### src/rtl/sdram_seq_pkg.sv
// sdram_seq_pkg: state codes, SDRAM command codes and burst-length helpers for the sequencer
package sdram_seq_pkg;
  typedef enum logic [4:0] {
    I_NOP = 5'd0, I_PRE = 5'd1, I_TRP = 5'd2, I_AR = 5'd3,
    I_TRF = 5'd4, I_MRS = 5'd5, I_TRSC = 5'd6, I_DONE = 5'd7
  } init_state_e;
  typedef enum logic [3:0] {
    W_IDLE = 4'd0, W_ACTIVE = 4'd1, W_TRCD = 4'd2, W_READ = 4'd3, W_CL = 4'd4,
    W_RD = 4'd5, W_WRITE = 4'd6, W_WD = 4'd7, W_TWR = 4'd8, W_PRE = 4'd9,
    W_TRP = 4'd10, W_AR = 4'd11, W_TRFC = 4'd12
  } work_state_e;
  typedef enum logic [3:0] {
    CMD_LMR = 4'b0000, CMD_A_REF = 4'b0001, CMD_PRGE = 4'b0010, CMD_ACTIVE = 4'b0011,
    CMD_WRITE = 4'b0100, CMD_READ = 4'b0101, CMD_BSTOP = 4'b0110, CMD_NOP = 4'b0111,
    CMD_INIT = 4'b1111
  } sdram_cmd_e;
  localparam logic [9:0] FULL_PAGE = 10'd512;
  function automatic logic [9:0] burst_len(input logic [9:0] b);
    return b == '0 ? 10'd1 : (b > FULL_PAGE ? FULL_PAGE : b);
  endfunction
  function automatic logic burst_last(input logic [9:0] cnt, input logic [9:0] len);
    return cnt == len - 10'd1;
  endfunction
endpackage

### src/rtl/sdram_ref_timer.sv
// sdram_ref_timer: free-running refresh interval counter with a sticky pending flag
module sdram_ref_timer
  import sdram_seq_pkg::*;
#(
  parameter int REF_PERIOD = 390
) (
  input  logic clk,
  input  logic rst,
  input  logic en,
  input  logic clr,
  output logic ref_pend
);
  localparam int RW = $clog2(REF_PERIOD);
  localparam logic [RW-1:0] LAST = RW'(REF_PERIOD - 1);
  logic [RW-1:0] cnt;
  logic expire;
  assign expire = en && cnt == LAST;
  always_ff @(posedge clk) begin
    cnt <= (rst || !en || expire) ? '0 : cnt + RW'(1);
    ref_pend <= !rst && (expire || (ref_pend && !clr));
  end
endmodule

### src/rtl/sdram_seq.sv
// sdram_seq: SDRAM init/refresh/read/write timing sequencer; define SDRAM_RR_ARB_EN for round-robin rd/wr arbitration
module sdram_seq
  import sdram_seq_pkg::*;
#(
  parameter int INIT_WAIT  = 10000,
  parameter int TRP_CLK    = 4,
  parameter int TRC_CLK    = 6,
  parameter int TRSC_CLK   = 6,
  parameter int TRCD_CLK   = 2,
  parameter int CAS_LAT    = 3,
  parameter int TWR_CLK    = 2,
  parameter int AR_TIMES   = 8,
  parameter int REF_PERIOD = 390
) (
  input  logic       clk,
  input  logic       rst,
  input  logic       sdram_wr_req,
  input  logic       sdram_rd_req,
  input  logic [9:0] sdram_wr_burst,
  input  logic [9:0] sdram_rd_burst,
  output logic       sdram_wr_ack,
  output logic       sdram_rd_ack,
  output logic       sdram_init_done,
  output logic [4:0] init_state,
  output logic [3:0] work_state,
  output logic [9:0] cnt_clk,
  output logic       sdram_rd_wr
);
  localparam int CW = $clog2(INIT_WAIT) > 10 ? $clog2(INIT_WAIT) : 10;
  localparam logic [CW-1:0] T_INIT = CW'(INIT_WAIT - 1);
  localparam logic [CW-1:0] T_TRP  = CW'(TRP_CLK - 1);
  localparam logic [CW-1:0] T_TRC  = CW'(TRC_CLK - 1);
  localparam logic [CW-1:0] T_TRSC = CW'(TRSC_CLK - 1);
  localparam logic [CW-1:0] T_TRCD = CW'(TRCD_CLK - 1);
  localparam logic [CW-1:0] T_CAS  = CW'(CAS_LAT - 1);
  localparam logic [CW-1:0] T_TWR  = CW'(TWR_CLK - 1);
  localparam logic [7:0]    AR_N   = 8'(AR_TIMES);
  init_state_e ist, ist_n;
  work_state_e wst, wst_n;
  logic [CW-1:0] cnt;
  logic [7:0] ar_cnt;
  logic [9:0] blen;
  logic ref_pend, grant, wr_win;
  assign grant = wst == W_IDLE && ist == I_DONE && !ref_pend && (sdram_wr_req || sdram_rd_req);
`ifdef SDRAM_RR_ARB_EN
  logic last_rd;
  assign wr_win = sdram_wr_req && (!sdram_rd_req || last_rd);
  always_ff @(posedge clk)
    if (rst) last_rd <= 1'b1;
    else if (grant) last_rd <= !wr_win;
`else
  assign wr_win = sdram_wr_req;
`endif
  sdram_ref_timer #(.REF_PERIOD(REF_PERIOD)) u_ref (
    .clk(clk),
    .rst(rst),
    .en(ist == I_DONE),
    .clr(wst_n == W_AR),
    .ref_pend(ref_pend)
  );
  always_comb begin
    ist_n = ist;
    case (ist)
      I_NOP:   if (cnt == T_INIT) ist_n = I_PRE;
      I_PRE:   ist_n = I_TRP;
      I_TRP:   if (cnt == T_TRP) ist_n = I_AR;
      I_AR:    ist_n = I_TRF;
      I_TRF:   if (cnt == T_TRC) ist_n = ar_cnt == AR_N ? I_MRS : I_AR;
      I_MRS:   ist_n = I_TRSC;
      I_TRSC:  if (cnt == T_TRSC) ist_n = I_DONE;
      default: ist_n = I_DONE;
    endcase
  end
  always_comb begin
    wst_n = wst;
    case (wst)
      W_IDLE:   wst_n = (ist == I_DONE && ref_pend) ? W_AR : grant ? W_ACTIVE : W_IDLE;
      W_ACTIVE: wst_n = W_TRCD;
      W_TRCD:   if (cnt == T_TRCD) wst_n = sdram_rd_wr ? W_READ : W_WRITE;
      W_READ:   wst_n = W_CL;
      W_CL:     if (cnt == T_CAS) wst_n = W_RD;
      W_RD:     if (burst_last(cnt[9:0], blen)) wst_n = W_PRE;
      W_WRITE:  wst_n = blen == 10'd1 ? W_TWR : W_WD;
      W_WD:     if (burst_last(cnt[9:0], blen - 10'd1)) wst_n = W_TWR;
      W_TWR:    if (cnt == T_TWR) wst_n = W_PRE;
      W_PRE:    wst_n = W_TRP;
      W_TRP:    if (cnt == T_TRP) wst_n = W_IDLE;
      W_AR:     wst_n = W_TRFC;
      W_TRFC:   if (cnt == T_TRC) wst_n = W_IDLE;
      default:  wst_n = W_IDLE;
    endcase
  end
  always_ff @(posedge clk)
    if (rst) begin
      ist <= I_NOP;
      wst <= W_IDLE;
      cnt <= '0;
      ar_cnt <= '0;
      blen <= 10'd1;
      sdram_rd_wr <= 1'b1;
      sdram_init_done <= 1'b0;
    end else begin
      ist <= ist_n;
      wst <= wst_n;
      cnt <= (ist_n != ist || wst_n != wst) ? '0 : cnt + CW'(1);
      ar_cnt <= ar_cnt + 8'(ist == I_AR);
      sdram_init_done <= ist_n == I_DONE;
      if (grant) begin
        sdram_rd_wr <= !wr_win;
        blen <= burst_len(wr_win ? sdram_wr_burst : sdram_rd_burst);
      end else if (wst_n == W_IDLE) sdram_rd_wr <= 1'b1;
    end
  assign sdram_wr_ack = wst == W_WRITE || wst == W_WD;
  assign sdram_rd_ack = wst == W_RD;
  assign init_state = ist;
  assign work_state = wst;
  assign cnt_clk = cnt[9:0];
endmodule

### config.mk
export PLATFORM = sky130hd
export DESIGN_NAME = sdram_seq
export DESIGN_NICKNAME = d
export VERILOG_FILES = /design/src/rtl/sdram_seq_pkg.sv /design/src/rtl/sdram_ref_timer.sv /design/src/rtl/sdram_seq.sv
export SDC_FILE = /design/constraint.sdc
export NUM_CORES = 1
export LEC_CHECK = 0
export ABC_CLOCK_PERIOD_IN_PS = 2700
export BUFFER_PORTS_ARGS = -buffer_cell sky130_fd_sc_hd__buf_2
export CORE_AREA = 4 4 95 97
export CTS_CLUSTER_DIAMETER = 200
export CTS_CLUSTER_SIZE = 28
export DETAILED_ROUTE_END_ITERATION = 10
export DIE_AREA = 0 0 99 101
export PLACE_DENSITY_LB_ADDON = 0.15
export SYNTH_ARGS = -nofsm -noshare
export SYNTH_HDL_FRONTEND = slang
export SYNTH_SLANG_ARGS = --single-unit
### constraint.sdc
create_clock -name clk -period 2.7 [get_ports clk]
set_input_delay 0.405 -clock clk [delete_from_list [all_inputs] [get_ports clk]]
set_output_delay 0.405 -clock clk [all_outputs]
set_load 0.005 [all_outputs]
==> results.sh, run 1 <==
export IMPL_vias=3191
export IMPL_worstPathMaxFanout=8
export IMPL_design_core_area_sq_um=8130
export IMPL_reg2regPathDepth=11
export IMPL_outcome="complete, no violations"
export IMPL_drtAntennaViolNets=0
export IMPL_cp_arrival_ns=2.88
export IMPL_io_pins=47
export IMPL_synth_compound_area_frac=0.126
export IMPL_synth_top_area_frac=0.294
export IMPL_totalWireLength_microns=8850
export IMPL_syn_inst=429
export IMPL_dp_cells=589
export IMPL_cp_end_kind="register"
export IMPL_grt_max_degree=30
export IMPL_fmax_ghz=0.374
export IMPL_min_from="sdram_rd_req"
export IMPL_hold_slack_ns=0.474
export IMPL_vias_per_cell=5.29
export IMPL_totalPowerFinal_w=0.00143
export IMPL_ctsHoldBuffers=0
export IMPL_dieArea_sq_um=10000
export IMPL_r2r_slack_ns=0.03
export IMPL_cts_tree="yes"
export IMPL_synth_top_family_by_area="simple AND/OR/NAND/NOR gates"
export IMPL_finalHoldViolCount=0
export IMPL_crit_type="register to register"
export IMPL_whs_path_depth=4
export IMPL_ys_seq_area_frac=0.294
export IMPL_antennaDiodeCount=0
export IMPL_global_route_overflow_total=0
export IMPL_root_buffer="clkbuf_8"
export IMPL_wl_per_cell_microns=14.7
export IMPL_grt_usage=0.179
export IMPL_utilization=0.540
export IMPL_reg2reg_to="cnt[9]$_SDFF_PP0_"
export IMPL_start_util=0.443
export IMPL_firstDrtPassIters=6
export IMPL_pwr_density_cell_nw_per_um2=326
export IMPL_synth_simple_gate_area_frac=0.302
export IMPL_synth_seq_cells=53
export IMPL_grt_pass1_vias=3069
export IMPL_io_buffers=46
export IMPL_num_rows=33
export IMPL_numCtsBuffers=5
export IMPL_clk_path_buf_depth=2
export IMPL_cp_start_kind="register"
export IMPL_yosys_area_top_type="dfxtp_1"
export IMPL_final_instance_count_excl_fill=603
export IMPL_ys_types=72
export IMPL_drt_iter0_drc=136
export IMPL_maxSlewViolCount=0
export IMPL_yosys_warnings=0
export IMPL_required_ns=2.91
export IMPL_relSlewSlack=0.341
export IMPL_maxCapViolCount=0
export IMPL_setup_viol=0
export IMPL_min_period_ns=2.67
export IMPL_hp_class="primary input to register"
export IMPL_synth_most_common_cell="nor2_1"
export IMPL_p_leak_nw=1.76
export IMPL_cts_sinks=53
export IMPL_nets=531
export IMPL_rsz0062_at_grt="true"
export IMPL_ir_worst_vdd_v=0.000269
export IMPL_final_period_utilization=0.989
export IMPL_worst_pin_slew_ns=0.982
export IMPL_synth_common_cells="nor2_1, dfxtp_1, xor2_1"
export IMPL_place_gp_congestion=0.905
export IMPL_num_fill_cells=790
export IMPL_dp_hpwl_microns=6780
export IMPL_hold_end="sdram_rd_wr$_SDFFE_PP1P_"
export IMPL_drive_above_1_share=0.303
export IMPL_die_w_microns=99
export IMPL_syn_area_sq_um=3610
export IMPL_drcViolationCount=0
export IMPL_clk_pin_slew_worst_paths_ns=0.09
export IMPL_syn_area_per_cell_sq_um=8.41
export IMPL_antenna_found_initial=0
export IMPL_ctsHtreeMaxLevel=2
export IMPL_synth_edf_count=0
export IMPL_clock_latency_ns=0.31
export IMPL_area_growth_pct=21.8
export IMPL_async_flop_share=0
export IMPL_synth_ff_type="dfxtp_1"
export IMPL_reg2reg_from="blen[0]$_SDFFE_PP1P_"
export IMPL_synth_fa_ha_area_frac=0.0347
export IMPL_tns_ns=0
export IMPL_grt_pass1_wl_microns=14700
export IMPL_skew_ns=0.00812
export IMPL_synth_area_leaders="dfxtp_1, nor2_1, xor2_1"
export IMPL_synth_xor_area_frac=0.140
export IMPL_chipHeight_microns=101
export IMPL_yosys_mux_area_fraction=0.0281
## what timing repair did
item | 4_1_cts | 5_1_grt
pin swaps | 13 | 0
setup buffers | 5 | 2
cloned | 1 | 0
gates resized for setup | 20 | 11
endpoints found under the hold margin | 0 | 0
setup endpoints to repair | 14 | 15
## per-stage QoR
stage	setup slack, ns	instance area [sq um]
finish	0.0296	4390
global route	-0.0842	4390
CTS	-0.0401	4360
detailed placement	-0.115	4120
global placement	-0.0424	4120
floorplan	-0.0238	3640
## worst max-delay path: stages (launching register included)
cell and delay (ns):
dfxtp_4 0.38, buf_12 0.14, nor4b_4 0.26, buf_4 0.19, xnor3_1 0.27, xnor2_1 0.16, and4_1 0.22, o221ai_2 0.11
o31a_1 0.34, o311ai_4 0.27, buf_6 0.20, nor2_1 0.04
## report_power, final
group          internal, W  switching [W]  leakage [nW]
combinational    0.0000815      0.0000907          1.28
sequential        0.000789     0.00000461         0.431
clock             0.000208       0.000259        0.0512
## registers in the layout (all words and copies together), names as in the netlist
| register | count |
|---|---|
| work_state | 4 |
| ar_cnt | 8 |
| sdram_rd_wr | 1 |
| init_state | 5 |
| u_ref.ref_pend | 1 |
| blen | 10 |
| u_ref.cnt | 9 |
| cnt | 14 |
| sdram_init_done | 1 |
## kinds of logic (layout without fill, tap and decap cells)
family	count (synthesis)	in the layout
multiplexers	10	10
buffers and inverters	45	113
AO/OA/AOI/OAI	61	61
XOR/XNOR	52	52
flip-flops	53	53
other	1	2
adder cells (fa/ha/maj)	10	10
AND/OR/NAND/NOR	197	197
## worst max path at each step
stage	start	to	slack, ns	cells after the start
2_1_floorplan	blen[0]$_SDFFE_PP1P_	cnt[0]$_SDFF_PP0_	-0.02	12
3_3_place_gp	blen[1]$_SDFFE_PP0P_	cnt[9]$_SDFF_PP0_	-0.04	11
3_5_place_dp	blen[1]$_SDFFE_PP0P_	cnt[10]$_SDFF_PP0_	-0.11	11
4_1_cts	blen[1]$_SDFFE_PP0P_	cnt[9]$_SDFF_PP0_	-0.04	13
5_1_grt	blen[1]$_SDFFE_PP0P_	cnt[10]$_SDFF_PP0_	-0.08	11
6_report	blen[0]$_SDFFE_PP1P_	cnt[9]$_SDFF_PP0_	0.03	11
## routing by layer
layer,vias to the layer above,global-route usage,wire length [microns]
met2,68,0.290,4080
li1,1625,-,-
met1,1486,0.249,4300
met4,0,0.0441,123
met3,12,0.0291,342
met5,-,0,0
## placed cells by master (no fill, tap or decap), drive strengths merged, types with 7 or more instances in the layout
cell type	count
nor4	8
o21ai	7
nor3	19
dfxtp	53
and3	13
xor2	25
xnor2	24
inv	13
a21oi	24
ha	10
buf	92
nand2	18
mux2i	9
nand3	23
nor2	72
## layout make-up
class,count,area [sq um],share of cell area
Clock buffer,6,82.6,0.0188
Clock inverter,2,13.8,0.00313
Inverter,13,51.3,0.0117
Multi-Input combinational cell,332,2440,0.555
Sequential cell,53,1070,0.243
Tap cell,105,131,0.0299
Timing Repair Buffer,92,608,0.138
Power figures use the tool's default switching activity.
==> inputs of run 2 (changes only) <==
--- a/config.mk
+++ b/config.mk
@@ -13,6 +13,8 @@
 export DETAILED_ROUTE_END_ITERATION = 10
 export DIE_AREA = 0 0 99 101
 export PLACE_DENSITY_LB_ADDON = 0.15
+export RECOVER_POWER = 100
+export REMOVE_ABC_BUFFERS = 1
 export SYNTH_ARGS = -nofsm -noshare
 export SYNTH_HDL_FRONTEND = slang
 export SYNTH_SLANG_ARGS = --single-unit
==> run 2 against run 1 <==
The flow now finishes with violations (negative setup slack). Worst hold slack lost 0.012 ns. Clock-buffer cell count shrank 1. Maximum frequency is 3.6% lower. Register-to-register slack got worse by 0.10 ns. Clock power decreased by 12%. Sequential power hardly changed.
==> results.sh, run 2 (synthesized netlist as in run 1, its figures left out) <==
export IMPL_numCtsBuffers=5
export IMPL_p_leak_nw=1.68
export IMPL_multiInputGateArea_sq_um=2380
export IMPL_seq_area_sq_um=1070
export IMPL_io_pins=47
export IMPL_grt_max_degree=30
export IMPL_swShare=0.246
export IMPL_crit_type="register to register"
export IMPL_grt_usage=0.180
export IMPL_seq_power_share=0.580
export IMPL_worstPathCellList="inv_4 -> ha_4 -> or3b_4 -> xnor2_2 -> nor4_2 -> buf_4 -> xor2_2 -> o221ai_2 -> o31a_1 -> o311ai_4 -> buf_6 -> nor2_1"
export IMPL_cts_tree="yes"
export IMPL_drt_iter0_drc=129
export IMPL_start_util=0.443
export IMPL_reg2reg_from="blen[1]$_SDFFE_PP0P_"
export IMPL_rsz0062_at_grt="true"
export IMPL_clkPwrFrac=0.301
export IMPL_cp_end_kind="register"
export IMPL_die_w_microns=99
export IMPL_place_gp_congestion=0.890
export IMPL_area_growth_pct=17.3
export IMPL_outcome="complete, but fails checks"
export IMPL_ctsHoldBuffers=0
export IMPL_hold_slack_ns=0.462
export IMPL_vias_per_cell=5.28
export IMPL_reg2regPathDepth=12
export IMPL_setup_slack_ns=-0.0712
export IMPL_dp_hpwl_microns=6770
export IMPL_maxCapViolCount=0
export IMPL_pwr_density_cell_nw_per_um2=325
export IMPL_top_regs="cnt x14, blen x10, u_ref.cnt x9"
export IMPL_clock_latency_ns=0.30
export IMPL_drive_above_1_share=0.267
export IMPL_ctsHtreeMaxLevel=2
export IMPL_vias=3143
export IMPL_skew_ns=0.00567
export IMPL_startpoint="blen[1]$_SDFFE_PP0P_"
export IMPL_critPathMaxStageDelay_ns=0.41
export IMPL_crit_end="cnt[7]$_SDFF_PP0_"
export IMPL_fmax_ghz=0.361
export IMPL_layout_common_cells="nor2_1, dfxtp_1, buf_2, buf_4, a21oi_1"
export IMPL_p_int_w=0.00104
export IMPL_grt_pass1_wl_microns=14600
export IMPL_power_switching_w=0.000338
export IMPL_dieArea_sq_um=10000
export IMPL_relSlewSlack=0.326
export IMPL_worst_pin_slew_ns=1.00
export IMPL_clk_pin_slew_worst_paths_ns=0.09
export IMPL_setup_viol=14
export IMPL_clk_path_buf_depth=2
export IMPL_final_period_utilization=1.03
export IMPL_pwr_share_comb=0.119
export IMPL_totalWireLength_microns=8870
export IMPL_chipHeight_microns=101
export IMPL_antennaDiodeCount=0
export IMPL_finalHoldViolCount=0
export IMPL_global_route_overflow_total=0
export IMPL_violations="negative setup slack"
export IMPL_placed_area_sq_um=4040
export IMPL_cp_slowest_cell="or3b_4"
export IMPL_wl_per_cell_microns=14.9
export IMPL_cts_sinks=53
export IMPL_ir_worst_vdd_v=0.000164
export IMPL_grt_pass1_vias=3127
export IMPL_worstPathMaxFanout=7
export IMPL_num_rows=33
export IMPL_required_ns=2.90
export IMPL_final_cell_area_sq_um=4230
export IMPL_min_period_ns=2.77
export IMPL_design_core_area_sq_um=8130
export IMPL_antenna_found_initial=0
export IMPL_largest_register_ffs=14
export IMPL_hp_class="register to register"
export IMPL_firstDrtPassIters=5
export IMPL_r2r_slack_ns=-0.07
export IMPL_maxSlewViolCount=0
export IMPL_cp_start_kind="register"
export IMPL_reg2reg_to="cnt[7]$_SDFF_PP0_"
export IMPL_utilization=0.520
export IMPL_drcViolationCount=0
export IMPL_root_buffer="clkbuf_8"
export IMPL_nets=525
export IMPL_drtAntennaViolNets=0
export IMPL_cp_arrival_ns=2.97
export IMPL_regMostFlops="cnt"
export IMPL_totalPowerFinal_w=0.00137
export IMPL_io_buffers=46
export IMPL_num_fill_cells=808
export IMPL_layout_commonest_cell="nor2_1"
[run 2: changes by cell type in the layout (fill, tap and decap cells not counted), sizes merged]
cell,before,now
clkbuf,6,11
clkinv,2,1
buf,92,80
[run 2: what timing repair did]
item | 4_1_cts | 5_1_grt
endpoints found under the setup margin | 14 | 14
buffers inserted | 3 | 1
cloned | 1 | 0
pin swaps | 7 | 15
resized for setup | 14 | 16
[run 2: cell type report]
class	instances	share of cell area
clock buffers	5	0.0163
clock inverters	1	0.00118
inverters	13	0.0127
multi-input cells	332	0.562
flip-flops and latches	53	0.252
well taps	105	0.0311
repair buffers	86	0.124
[run 2: power groups by stage]
stage | clock, W | combinational (W) | sequential (W)
5_1_grt | 0.000466 | 0.000180 | 0.000798
3_3_place_gp | 0 | 0.000153 | 0.000815
2_1_floorplan | 0 | 0.0000805 | 0.000818
6_report | 0.000414 | 0.000163 | 0.000796
4_1_cts | 0.000438 | 0.000162 | 0.000797
3_5_place_dp | 0 | 0.000155 | 0.000815
[run 2: worst min path at each step]
| stage | endpoint | depth (start not counted) | from | slack, ns |
|---|---|---|---|---|
| after floorplan | u_ref.cnt[0]$_SDFF_PP0_ | 1 | u_ref.cnt[0]$_SDFF_PP0_ | 0.43 |
| after global placement | u_ref.cnt[0]$_SDFF_PP0_ | 1 | u_ref.cnt[0]$_SDFF_PP0_ | 0.45 |
| after detailed placement | u_ref.cnt[0]$_SDFF_PP0_ | 1 | u_ref.cnt[0]$_SDFF_PP0_ | 0.45 |
| after CTS | u_ref.cnt[0]$_SDFF_PP0_ | 1 | u_ref.cnt[0]$_SDFF_PP0_ | 0.47 |
| after global routing | u_ref.cnt[0]$_SDFF_PP0_ | 1 | u_ref.cnt[0]$_SDFF_PP0_ | 0.49 |
| final | u_ref.cnt[0]$_SDFF_PP0_ | 1 | u_ref.cnt[0]$_SDFF_PP0_ | 0.46 |
[run 2: critical path: cells and delay by family, from the launching register on]
| family | cells | cell delay, ns |
|---|---|---|
| AOI/OAI and AO/OA | 3 | 0.71 |
| xor gates and xnor gates | 2 | 0.29 |
| adders and majority gates | 1 | 0.16 |
| buffers and inverters | 3 | 0.46 |
| DFF | 1 | 0.34 |
| and+or+nand+nor | 3 | 0.71 |
[run 2: through the flow]
step	worst slack [ns]	setup TNS [ns]	cells
after floorplan	-0.331	-4.22	398
after global placement	-0.0584	-0.709	586
after detailed placement	-0.127	-1.61	586
after CTS	-0.136	-1.76	596
after global routing	-0.205	-2.82	595
final	-0.0712	-0.864	595
[run 2: metal layers]
layer,GRT usage,wire length [microns]
met2,0.301,4350
met1,0.236,4140
met3,0.0291,255
met4,0.0620,130
met5,0,0
